--- src/rtl/alu_arbiter.sv ---
// Round-robin front end sharing one combinational ALU between ports A and B.
// One operation in flight: accept (IDLE), execute (EXEC), return result (RESP).
module alu_arbiter #(
    parameter int unsigned    WIDTH  = 16,
    parameter int unsigned    OPW    = 4,
    parameter logic [OPW-1:0] NOP_OP = OPW'('hF)
) (
    input  logic             clk,
    input  logic             rst,
    input  logic             a_valid,
    output logic             a_ready,
    input  logic [OPW-1:0]   a_op,
    input  logic [WIDTH-1:0] a_op1,
    input  logic [WIDTH-1:0] a_op2,
    input  logic             b_valid,
    output logic             b_ready,
    input  logic [OPW-1:0]   b_op,
    input  logic [WIDTH-1:0] b_op1,
    input  logic [WIDTH-1:0] b_op2,
    output logic             a_resp_valid,
    input  logic             a_resp_ready,
    output logic             b_resp_valid,
    input  logic             b_resp_ready,
    output logic [WIDTH-1:0] resp_data,
    output logic             resp_err,
    output logic [OPW-1:0]   alu_operator,
    output logic [WIDTH-1:0] alu_op1,
    output logic [WIDTH-1:0] alu_op2,
    input  logic [WIDTH-1:0] alu_out,
    output logic             busy,
    output logic [15:0]      op_count
);

    localparam int unsigned    CNTW    = 16;
    localparam logic [OPW-1:0] OP_DIV  = OPW'(4);
    localparam logic [OPW-1:0] OP_MOD  = OPW'(5);
    localparam logic [OPW-1:0] OP_LAST = OPW'(7);
    localparam logic           GRANT_A = 1'b0;
    localparam logic           GRANT_B = 1'b1;

    typedef enum logic [1:0] {
        IDLE = 2'd0,
        EXEC = 2'd1,
        RESP = 2'd2
    } state_t;

    state_t            state_q, state_d;
    logic              last_grant_q, last_grant_d;
    logic [OPW-1:0]    alu_operator_q, alu_operator_d;
    logic [WIDTH-1:0]  alu_op1_q, alu_op1_d;
    logic [WIDTH-1:0]  alu_op2_q, alu_op2_d;
    logic [WIDTH-1:0]  resp_data_q, resp_data_d;
    logic              resp_err_q, resp_err_d;
    logic              a_resp_valid_q, a_resp_valid_d;
    logic              b_resp_valid_q, b_resp_valid_d;
    logic              busy_q, busy_d;
    logic [CNTW-1:0]   op_count_q, op_count_d;

    logic grant_a, grant_b, div_fault, resp_hs;

    // Under contention the port that did not win last time is granted.
    assign grant_a = (state_q == IDLE) && a_valid && (!b_valid || (last_grant_q == GRANT_B));
    assign grant_b = (state_q == IDLE) && b_valid && (!a_valid || (last_grant_q == GRANT_A));

    assign div_fault = ((alu_operator_q == OP_DIV) || (alu_operator_q == OP_MOD))
                       && (alu_op2_q == WIDTH'(0));
    assign resp_hs   = (a_resp_valid_q && a_resp_ready) || (b_resp_valid_q && b_resp_ready);

    always_comb begin
        state_d        = state_q;
        last_grant_d   = last_grant_q;
        alu_operator_d = alu_operator_q;
        alu_op1_d      = alu_op1_q;
        alu_op2_d      = alu_op2_q;
        resp_data_d    = resp_data_q;
        resp_err_d     = resp_err_q;
        a_resp_valid_d = a_resp_valid_q;
        b_resp_valid_d = b_resp_valid_q;
        busy_d         = busy_q;
        op_count_d     = op_count_q;

        case (state_q)
            IDLE: begin
                alu_operator_d = NOP_OP;
                if (grant_a) begin
                    alu_operator_d = a_op;
                    alu_op1_d      = a_op1;
                    alu_op2_d      = a_op2;
                    last_grant_d   = GRANT_A;
                    busy_d         = 1'b1;
                    state_d        = EXEC;
                end else if (grant_b) begin
                    alu_operator_d = b_op;
                    alu_op1_d      = b_op1;
                    alu_op2_d      = b_op2;
                    last_grant_d   = GRANT_B;
                    busy_d         = 1'b1;
                    state_d        = EXEC;
                end
            end
            EXEC: begin
                // Illegal opcodes and zero divisors never return the ALU value.
                if (alu_operator_q > OP_LAST) begin
                    resp_data_d = '0;
                    resp_err_d  = 1'b1;
                end else if (div_fault) begin
                    resp_data_d = {WIDTH{1'b1}};
                    resp_err_d  = 1'b1;
                end else begin
                    resp_data_d = alu_out;
                    resp_err_d  = 1'b0;
                end
                a_resp_valid_d = (last_grant_q == GRANT_A);
                b_resp_valid_d = (last_grant_q == GRANT_B);
                state_d        = RESP;
            end
            RESP: begin
                if (resp_hs) begin
                    a_resp_valid_d = 1'b0;
                    b_resp_valid_d = 1'b0;
                    op_count_d     = op_count_q + CNTW'(1);
                    alu_operator_d = NOP_OP;
                    busy_d         = 1'b0;
                    state_d        = IDLE;
                end
            end
            default: begin
                a_resp_valid_d = 1'b0;
                b_resp_valid_d = 1'b0;
                alu_operator_d = NOP_OP;
                busy_d         = 1'b0;
                state_d        = IDLE;
            end
        endcase
    end

    always_ff @(posedge clk or negedge rst) begin
        if (!rst) begin
            state_q        <= IDLE;
            last_grant_q   <= GRANT_B;
            alu_operator_q <= NOP_OP;
            alu_op1_q      <= '0;
            alu_op2_q      <= '0;
            resp_data_q    <= '0;
            resp_err_q     <= 1'b0;
            a_resp_valid_q <= 1'b0;
            b_resp_valid_q <= 1'b0;
            busy_q         <= 1'b0;
            op_count_q     <= '0;
        end else begin
            state_q        <= state_d;
            last_grant_q   <= last_grant_d;
            alu_operator_q <= alu_operator_d;
            alu_op1_q      <= alu_op1_d;
            alu_op2_q      <= alu_op2_d;
            resp_data_q    <= resp_data_d;
            resp_err_q     <= resp_err_d;
            a_resp_valid_q <= a_resp_valid_d;
            b_resp_valid_q <= b_resp_valid_d;
            busy_q         <= busy_d;
            op_count_q     <= op_count_d;
        end
    end

    assign a_ready      = grant_a;
    assign b_ready      = grant_b;
    assign a_resp_valid = a_resp_valid_q;
    assign b_resp_valid = b_resp_valid_q;
    assign resp_data    = resp_data_q;
    assign resp_err     = resp_err_q;
    assign alu_operator = alu_operator_q;
    assign alu_op1      = alu_op1_q;
    assign alu_op2      = alu_op2_q;
    assign busy         = busy_q;
    assign op_count     = op_count_q;

endmodule

--- config.mk ---
export PLATFORM = sky130hd
export DESIGN_NAME = alu_arbiter
export DESIGN_NICKNAME = d
export VERILOG_FILES = /design/src/rtl/alu_arbiter.sv
export SDC_FILE = /design/constraint.sdc
export NUM_CORES = 1
export LEC_CHECK = 0
export ABC_AREA = 1
export CAP_MARGIN = 20
export CORE_AREA = 8 8 100 102
export DETAILED_ROUTE_END_ITERATION = 16
export DIE_AREA = 0 0 108 110
export GPL_ROUTABILITY_DRIVEN = 0
export MAX_ROUTING_LAYER = met4
export PLACE_DENSITY_LB_ADDON = 0.08
export SKIP_LAST_GASP = 1
export SLEW_MARGIN = 30
export SYNTH_ARGS = -nofsm -noshare
export SYNTH_HDL_FRONTEND = slang
export SYNTH_SLANG_ARGS = --single-unit
--- constraint.sdc ---
create_clock -name clk -period 2.9 [get_ports clk]
set_input_delay 0.435 -clock clk [delete_from_list [all_inputs] [get_ports clk]]
set_output_delay 0.435 -clock clk [all_outputs]
set_load 0.05 [all_outputs]
==> flow_summary.json, run 1 <==
{
  "path_buf_inv": 3,
  "cts-hold-fix-buffers": 0,
  "drv_cap": 0,
  "yosysWarnings": 0,
  "post-route-period-util": 0.8225,
  "critical_path_class": "in -> out",
  "ys_types": 25,
  "initial_core_util": 0.4323,
  "worstMarginPinSlew_ns": 0.6776,
  "cts_num_sinks": 75,
  "finClkSkew_ns": 0.01372,
  "antenna_found_initial": 0,
  "period_needed_ns": 2.385,
  "worst_path_largest_cell_delay_ns": 0.48,
  "rsz0062_at_grt": "no",
  "firstDrtPassIters": 6,
  "comb_power_share": 0.605,
  "drc": 0,
  "outcome": "completed",
  "wl_per_cell_um": 14.72,
  "avgSynthCellArea_um2": 7.854,
  "setup_viol": 0,
  "post-cts-setup-buffer-count": 0,
  "finalHoldViolations": 0,
  "leakagePower_nw": 2.589,
  "seqPwrFrac": 0.288,
  "hold_slack_ns": 0.1154,
  "grt_pass1_wl_um": 17610,
  "coreArea_um2": 8466,
  "path_common_cell": "nand2_2",
  "ir_worst_vdd_mv": 0.6753,
  "die-area_um2": 11880,
  "layout-drive-gt1-share": 0.06299,
  "via_per_inst": 4.833,
  "grt.total_usage": 0.1915,
  "synthCells": 466,
  "p_int_mw": 3.072,
  "min_path_type": "in -> async",
  "startpoint": "a_valid",
  "htree_levels": 3,
  "grt_overflow": 0,
  "row_count": 34,
  "nNetsFinal": 725,
  "p_sw_mw": 3.252,
  "p_sw_frac": 0.5142,
  "synthToLayoutAreaGrowth_pct": 51.69,
  "top_level_ports": 168,
  "fmax_mhz": 419.2,
  "die_w_um": 108,
  "cts_tree": "done",
  "portBuffers": 167,
  "final_util": 0.6558,
  "reg2reg_from": "last_grant_q$_DFFE_PN1P_",
  "power.density_nw_per_um2": 1139,
  "layout_common_cells": "clkdlybuf4s50_1 (164), nand2_1 (147), dfrtp_1 (70)",
  "r2r-end": "alu_op2[2]$_DFFE_PN0P_",
  "start_kind": "primary input",
  "die_y_um": 110,
  "drtAntennaViolNets": 0,
  "clkTransAtPathRegs_ns": 0.08,
  "n_antenna_cell": 0,
  "grt_max_degree": 76,
  "cp_max_fo": 35,
  "numCtsBuffers": 9,
  "cp_cell_sequence": "clkdlybuf4s50_1 > nand2_1 > nand2_2 > nand2_2 > inv_6 > buf_12",
  "wirelength_um": 10940,
  "clk_latency_ns": 0.34,
  "rr_worst_depth": 7,
  "maxSlewViolCount": 0,
  "ys_seq_area_frac": 0.5145,
  "cts-root-buf": "clkbuf_8",
  "first_global_vias": 3713,
  "slew_headroom": 0.5482,
  "cp_top_family": "buffers and inverters",
  "synth_fp_nets": 561,
  "ys_ff_latch": 75,
  "vias": 3591,
  "required_ns": 2.47,
  "cts_buffer_depth": 2,
  "clockPowerShare": 0.107,
  "rrSetupSlack_ns": 0.95,
  "crit_cells": 6,
  "fin_tns_setup_ns": 0,
  "endpoint": "a_ready",
  "syn_area_um2": 3660,
  "finalNonFillerCells": 743,
  "placedCellCount": 727,
  "drtIter0Drc": 128,
  "dp_hpwl_um": 8348,
  "critPathCaptureType": "output pin",
  "crit_arrival_ns": 1.95,
  "slowest_stage": "clkdlybuf4s50_1",
  "final_common_cell": "clkdlybuf4s50_1",
  "cts_resized": 0,
  "fillers": 735
}
## power groups by stage
stage,logic [mW],registers [mW],clock network (mW)
finish,3.83,1.82,0.676
floorplan,1.11,3.27,0
CTS,3.87,1.82,0.694
global placement,3.81,1.82,0
global route,4.09,1.89,0.736
detailed placement,3.86,1.83,0
## cell families after synthesis
group | Yosys count | synth area share
fa+ha+maj | 1 | 0.003418
flops | 75 | 0.5145
xor+xnor | 8 | 0.01915
compound gates | 77 | 0.1087
buf+inv | 68 | 0.08445
simple gates | 237 | 0.2697
## synthesized netlist by cell type (all sizes together)
cell / instances / area (µm²)
nand2: 153 / 594.3
dfrtp: 70 / 1752
nor2: 61 / 264.0
inv: 51 / 196.4
o21ai: 34 / 170.2
a21oi: 33 / 165.2
nand3: 19 / 105.1
buf: 17 / 112.6
o22ai: 10 / 62.56
dfstp: 5 / 131.4
xor2: 5 / 43.79
nand4: 3 / 18.77
xnor2: 3 / 26.28
ha: 1 / 12.51
nor3: 1 / 5.000
## cell type report
type	count	area [µm²]	share of cell area
sequential	75	1883	0.3392
timing repair buffer	170	1715	0.3090
multi-input combinational	323	1468	0.2644
inverter	51	196.4	0.03538
clock buffer	13	138.9	0.02502
tap	108	135.1	0.02434
clock inverter	3	15.01	0.002705
## sequential cells by signal, indices dropped and copies added (netlist names)
| signal | count |
|---|---|
| resp_data | 16 |
| a_resp_valid | 1 |
| resp_err | 1 |
| alu_op2 | 16 |
| op_count | 16 |
| alu_op1 | 16 |
| busy | 1 |
| b_resp_valid | 1 |
| last_grant_q | 1 |
| alu_operator | 4 |
| state_q | 2 |
## metrics by stage
stage | power (mW) | area [µm²] | worst slack (ns)
6_report | 6.324 | 5552 | 0.5147
5_1_grt | 6.714 | 5552 | 0.4126
4_1_cts | 6.387 | 5548 | 0.5277
3_5_place_dp | 5.695 | 5394 | 0.4310
3_3_place_gp | 5.637 | 5394 | 0.5107
2_1_floorplan | 4.372 | 3660 | 1.239
## worst min path at each step
| stage | end | slack, ns |
|---|---|---|
| 2_1_floorplan | a_resp_valid$_DFFE_PN0P_ | 0.14 |
| 3_3_place_gp | resp_data[7]$_DFFE_PN0N_ | 0.46 |
| 3_5_place_dp | resp_data[12]$_DFFE_PN0N_ | 0.47 |
| 4_1_cts | op_count[15]$_DFFE_PN0P_ | 0.27 |
| 5_1_grt | op_count[15]$_DFFE_PN0P_ | 0.16 |
| 6_report | op_count[15]$_DFFE_PN0P_ | 0.12 |
## metal layers
layer | global-route usage | part of all wire | routed length, µm | vias up
met3 | 0.06047 | 0.078 | 855 | 18
met4 | 0.07730 | 0.020 | 218 | 0
met5 | - | 0 | 0 | -
li1 | - | - | - | 1787
met1 | 0.2245 | 0.42 | 4554 | 1660
met2 | 0.2999 | 0.49 | 5311 | 126
(Power assumes the default switching activity.)
==> run 2, diff against run 1 <==
--- a/config.mk
+++ b/config.mk
@@ -7,9 +7,9 @@
 export LEC_CHECK = 0
 export ABC_AREA = 1
 export CAP_MARGIN = 20
-export CORE_AREA = 8 8 100 102
+export CORE_AREA = 8 8 108 110
 export DETAILED_ROUTE_END_ITERATION = 16
-export DIE_AREA = 0 0 108 110
+export DIE_AREA = 0 0 116 118
 export GPL_ROUTABILITY_DRIVEN = 0
 export MAX_ROUTING_LAYER = met4
 export PLACE_DENSITY_LB_ADDON = 0.08
==> constraint.sdc (replaced) <==
create_clock -name clk -period 2 [get_ports clk]
set_input_delay 0.3 -clock clk [delete_from_list [all_inputs] [get_ports clk]]
set_output_delay 0.3 -clock clk [all_outputs]
set_load 0.05 [all_outputs]
==> flow_summary.json, run 2 (synthesis gave the netlist of run 1 again) <==
{
  "cts_tree": "done",
  "drv_cap": 0,
  "worst_path_largest_cell_delay_ns": 0.84,
  "crit_cells": 1,
  "period_needed_ns": 1.932,
  "via_per_inst": 4.641,
  "worstMarginPinSlew_ns": 0.7082,
  "comb_power_share": 0.581,
  "slew_headroom": 0.5273,
  "nNetsFinal": 731,
  "post-route-period-util": 0.9662,
  "wl_per_cell_um": 14.56,
  "die-area_um2": 13690,
  "cp_max_fo": 7,
  "firstDrtPassIters": 4,
  "p_int_mw": 4.927,
  "cts_buffer_depth": 2,
  "top_layer": "met4",
  "fin_tns_setup_ns": 0,
  "first_global_vias": 3775,
  "layout-drive-gt1-share": 0.07956,
  "htree_levels": 3,
  "final_util": 0.5737,
  "outcome": "completed",
  "cp_cell_sequence": "clkdlybuf4s50_1",
  "wirelength_um": 11320,
  "setup_viol": 0,
  "p_sw_frac": 0.4927,
  "clockPowerShare": 0.147,
  "fmax_mhz": 517.5,
  "grt_pass1_wl_um": 18510,
  "grt_max_degree": 53,
  "wl_met1_um": 4958,
  "drtAntennaViolNets": 0,
  "path_buf_inv": 1,
  "die_w_um": 116,
  "cts-root-buf": "clkbuf_8",
  "top_level_ports": 168,
  "leakagePower_nw": 2.680,
  "initial_core_util": 0.3660,
  "p_sw_mw": 4.784,
  "ir_worst_vdd_mv": 0.9187,
  "required_ns": 1.70,
  "grt.total_usage": 0.1728,
  "finalHoldViolations": 0,
  "n_antenna_cell": 0,
  "rr_worst_depth": 6,
  "fillers": 949,
  "grt_overflow": 0,
  "finalNonFillerCells": 777,
  "final_common_cell": "clkdlybuf4s50_1",
  "critPathCaptureType": "output pin",
  "dp_hpwl_um": 8639,
  "met3_length_um": 960,
  "antenna_found_initial": 0,
  "seqPwrFrac": 0.272,
  "portBuffers": 167,
  "finClkSkew_ns": 0.01157,
  "critical_path_class": "reg -> out",
  "drtIter0Drc": 172,
  "power.density_nw_per_um2": 1693,
  "crit_arrival_ns": 1.63,
  "row_count": 37,
  "clk_latency_ns": 0.34,
  "cts_num_sinks": 75,
  "min_path_type": "in -> async",
  "die_y_um": 118,
  "numCtsBuffers": 9,
  "cp_top_family": "buffers and inverters",
  "placedCellCount": 760,
  "coreArea_um2": 10000,
  "dr_wl_met2_um": 5247,
  "clkTransAtPathRegs_ns": 0.08,
  "drc": 0,
  "synthToLayoutAreaGrowth_pct": 56.75,
  "slowest_stage": "clkdlybuf4s50_1",
  "vias": 3606,
  "layout_common_cells": "clkdlybuf4s50_1 (159), nand2_1 (147), dfrtp_1 (70)",
  "rsz0062_at_grt": "no",
  "maxSlewViolCount": 0,
  "start_kind": "flip-flop"
}
## run 2: cell count changes in the layout (fill, tap and decap cells not counted), moves of 2 or more
cell             delta
buf_4               +8
clkdlybuf4s50_1     -5
bufinv_16           +3
clkinv_2            -3
buf_12              +2
clkbuf_1            -2
## run 2: final timing paths
kind / startpoint / to / slack, ns
max: op_count[8]$_DFFE_PN0P_ / op_count[8] / 0.07
min: rst / op_count[10]$_DFFE_PN0P_ / 0.39
max reg2reg: alu_operator[2]$_DFFE_PN1P_ / resp_data[11]$_DFFE_PN0N_ / 0.47
min reg2reg: resp_data[4]$_DFFE_PN0N_ / resp_data[4]$_DFFE_PN0N_ / 0.49
max in group asynchronous: rst / alu_operator[3]$_DFFE_PN1P_ / 0.97
min in group clk: resp_data[4]$_DFFE_PN0N_ / resp_data[4]$_DFFE_PN0N_ / 0.49
## run 2: cell type report
type                    count  area [µm²]  share of cell area
repair buffers            176        1777              0.3097
clock inverters             4       97.59             0.01701
well taps                 136       170.2             0.02966
inverters                  51       196.4             0.03424
flip-flops and latches     75        1883              0.3282
clock buffers              12       145.1             0.02530
multi-input cells         323        1468              0.2558
## run 2: metrics by stage
step / area, µm² / setup WS (ns) / power (mW) / hold WS [ns]
floorplan: 3660 / 0.3393 / 6.340 / 0.004409
global placement: 5482 / 0.2430 / 8.284 / 0.2233
detailed placement: 5482 / 0.1790 / 8.360 / 0.2216
CTS: 5734 / 0.006536 / 9.824 / 0.3822
global route: 5737 / 0.006457 / 10.28 / 0.4089
finish: 5737 / 0.06764 / 9.711 / 0.3894
## run 2: power by group through the flow
stage	clock network [mW]	logic [mW]	registers [mW]
6_report	1.43	5.64	2.64
5_1_grt	1.53	6.03	2.72
4_1_cts	1.47	5.71	2.65
3_5_place_dp	0	5.70	2.66
3_3_place_gp	0	5.64	2.64
2_1_floorplan	0	1.60	4.74
## run 2: layer usage
metal	GRT usage	up-vias
met2	0.2697	122
li1	-	1800
met1	0.2046	1674
met3	0.06465	10
met5	-	-
met4	0.04380	0
## run 2: what timing repair did
action	4_1_cts	5_1_grt
hold endpoints to repair	23	0
hold buffers	1	0
buffers inserted	0	0
resized for setup	0	1
setup endpoints to repair	0	1
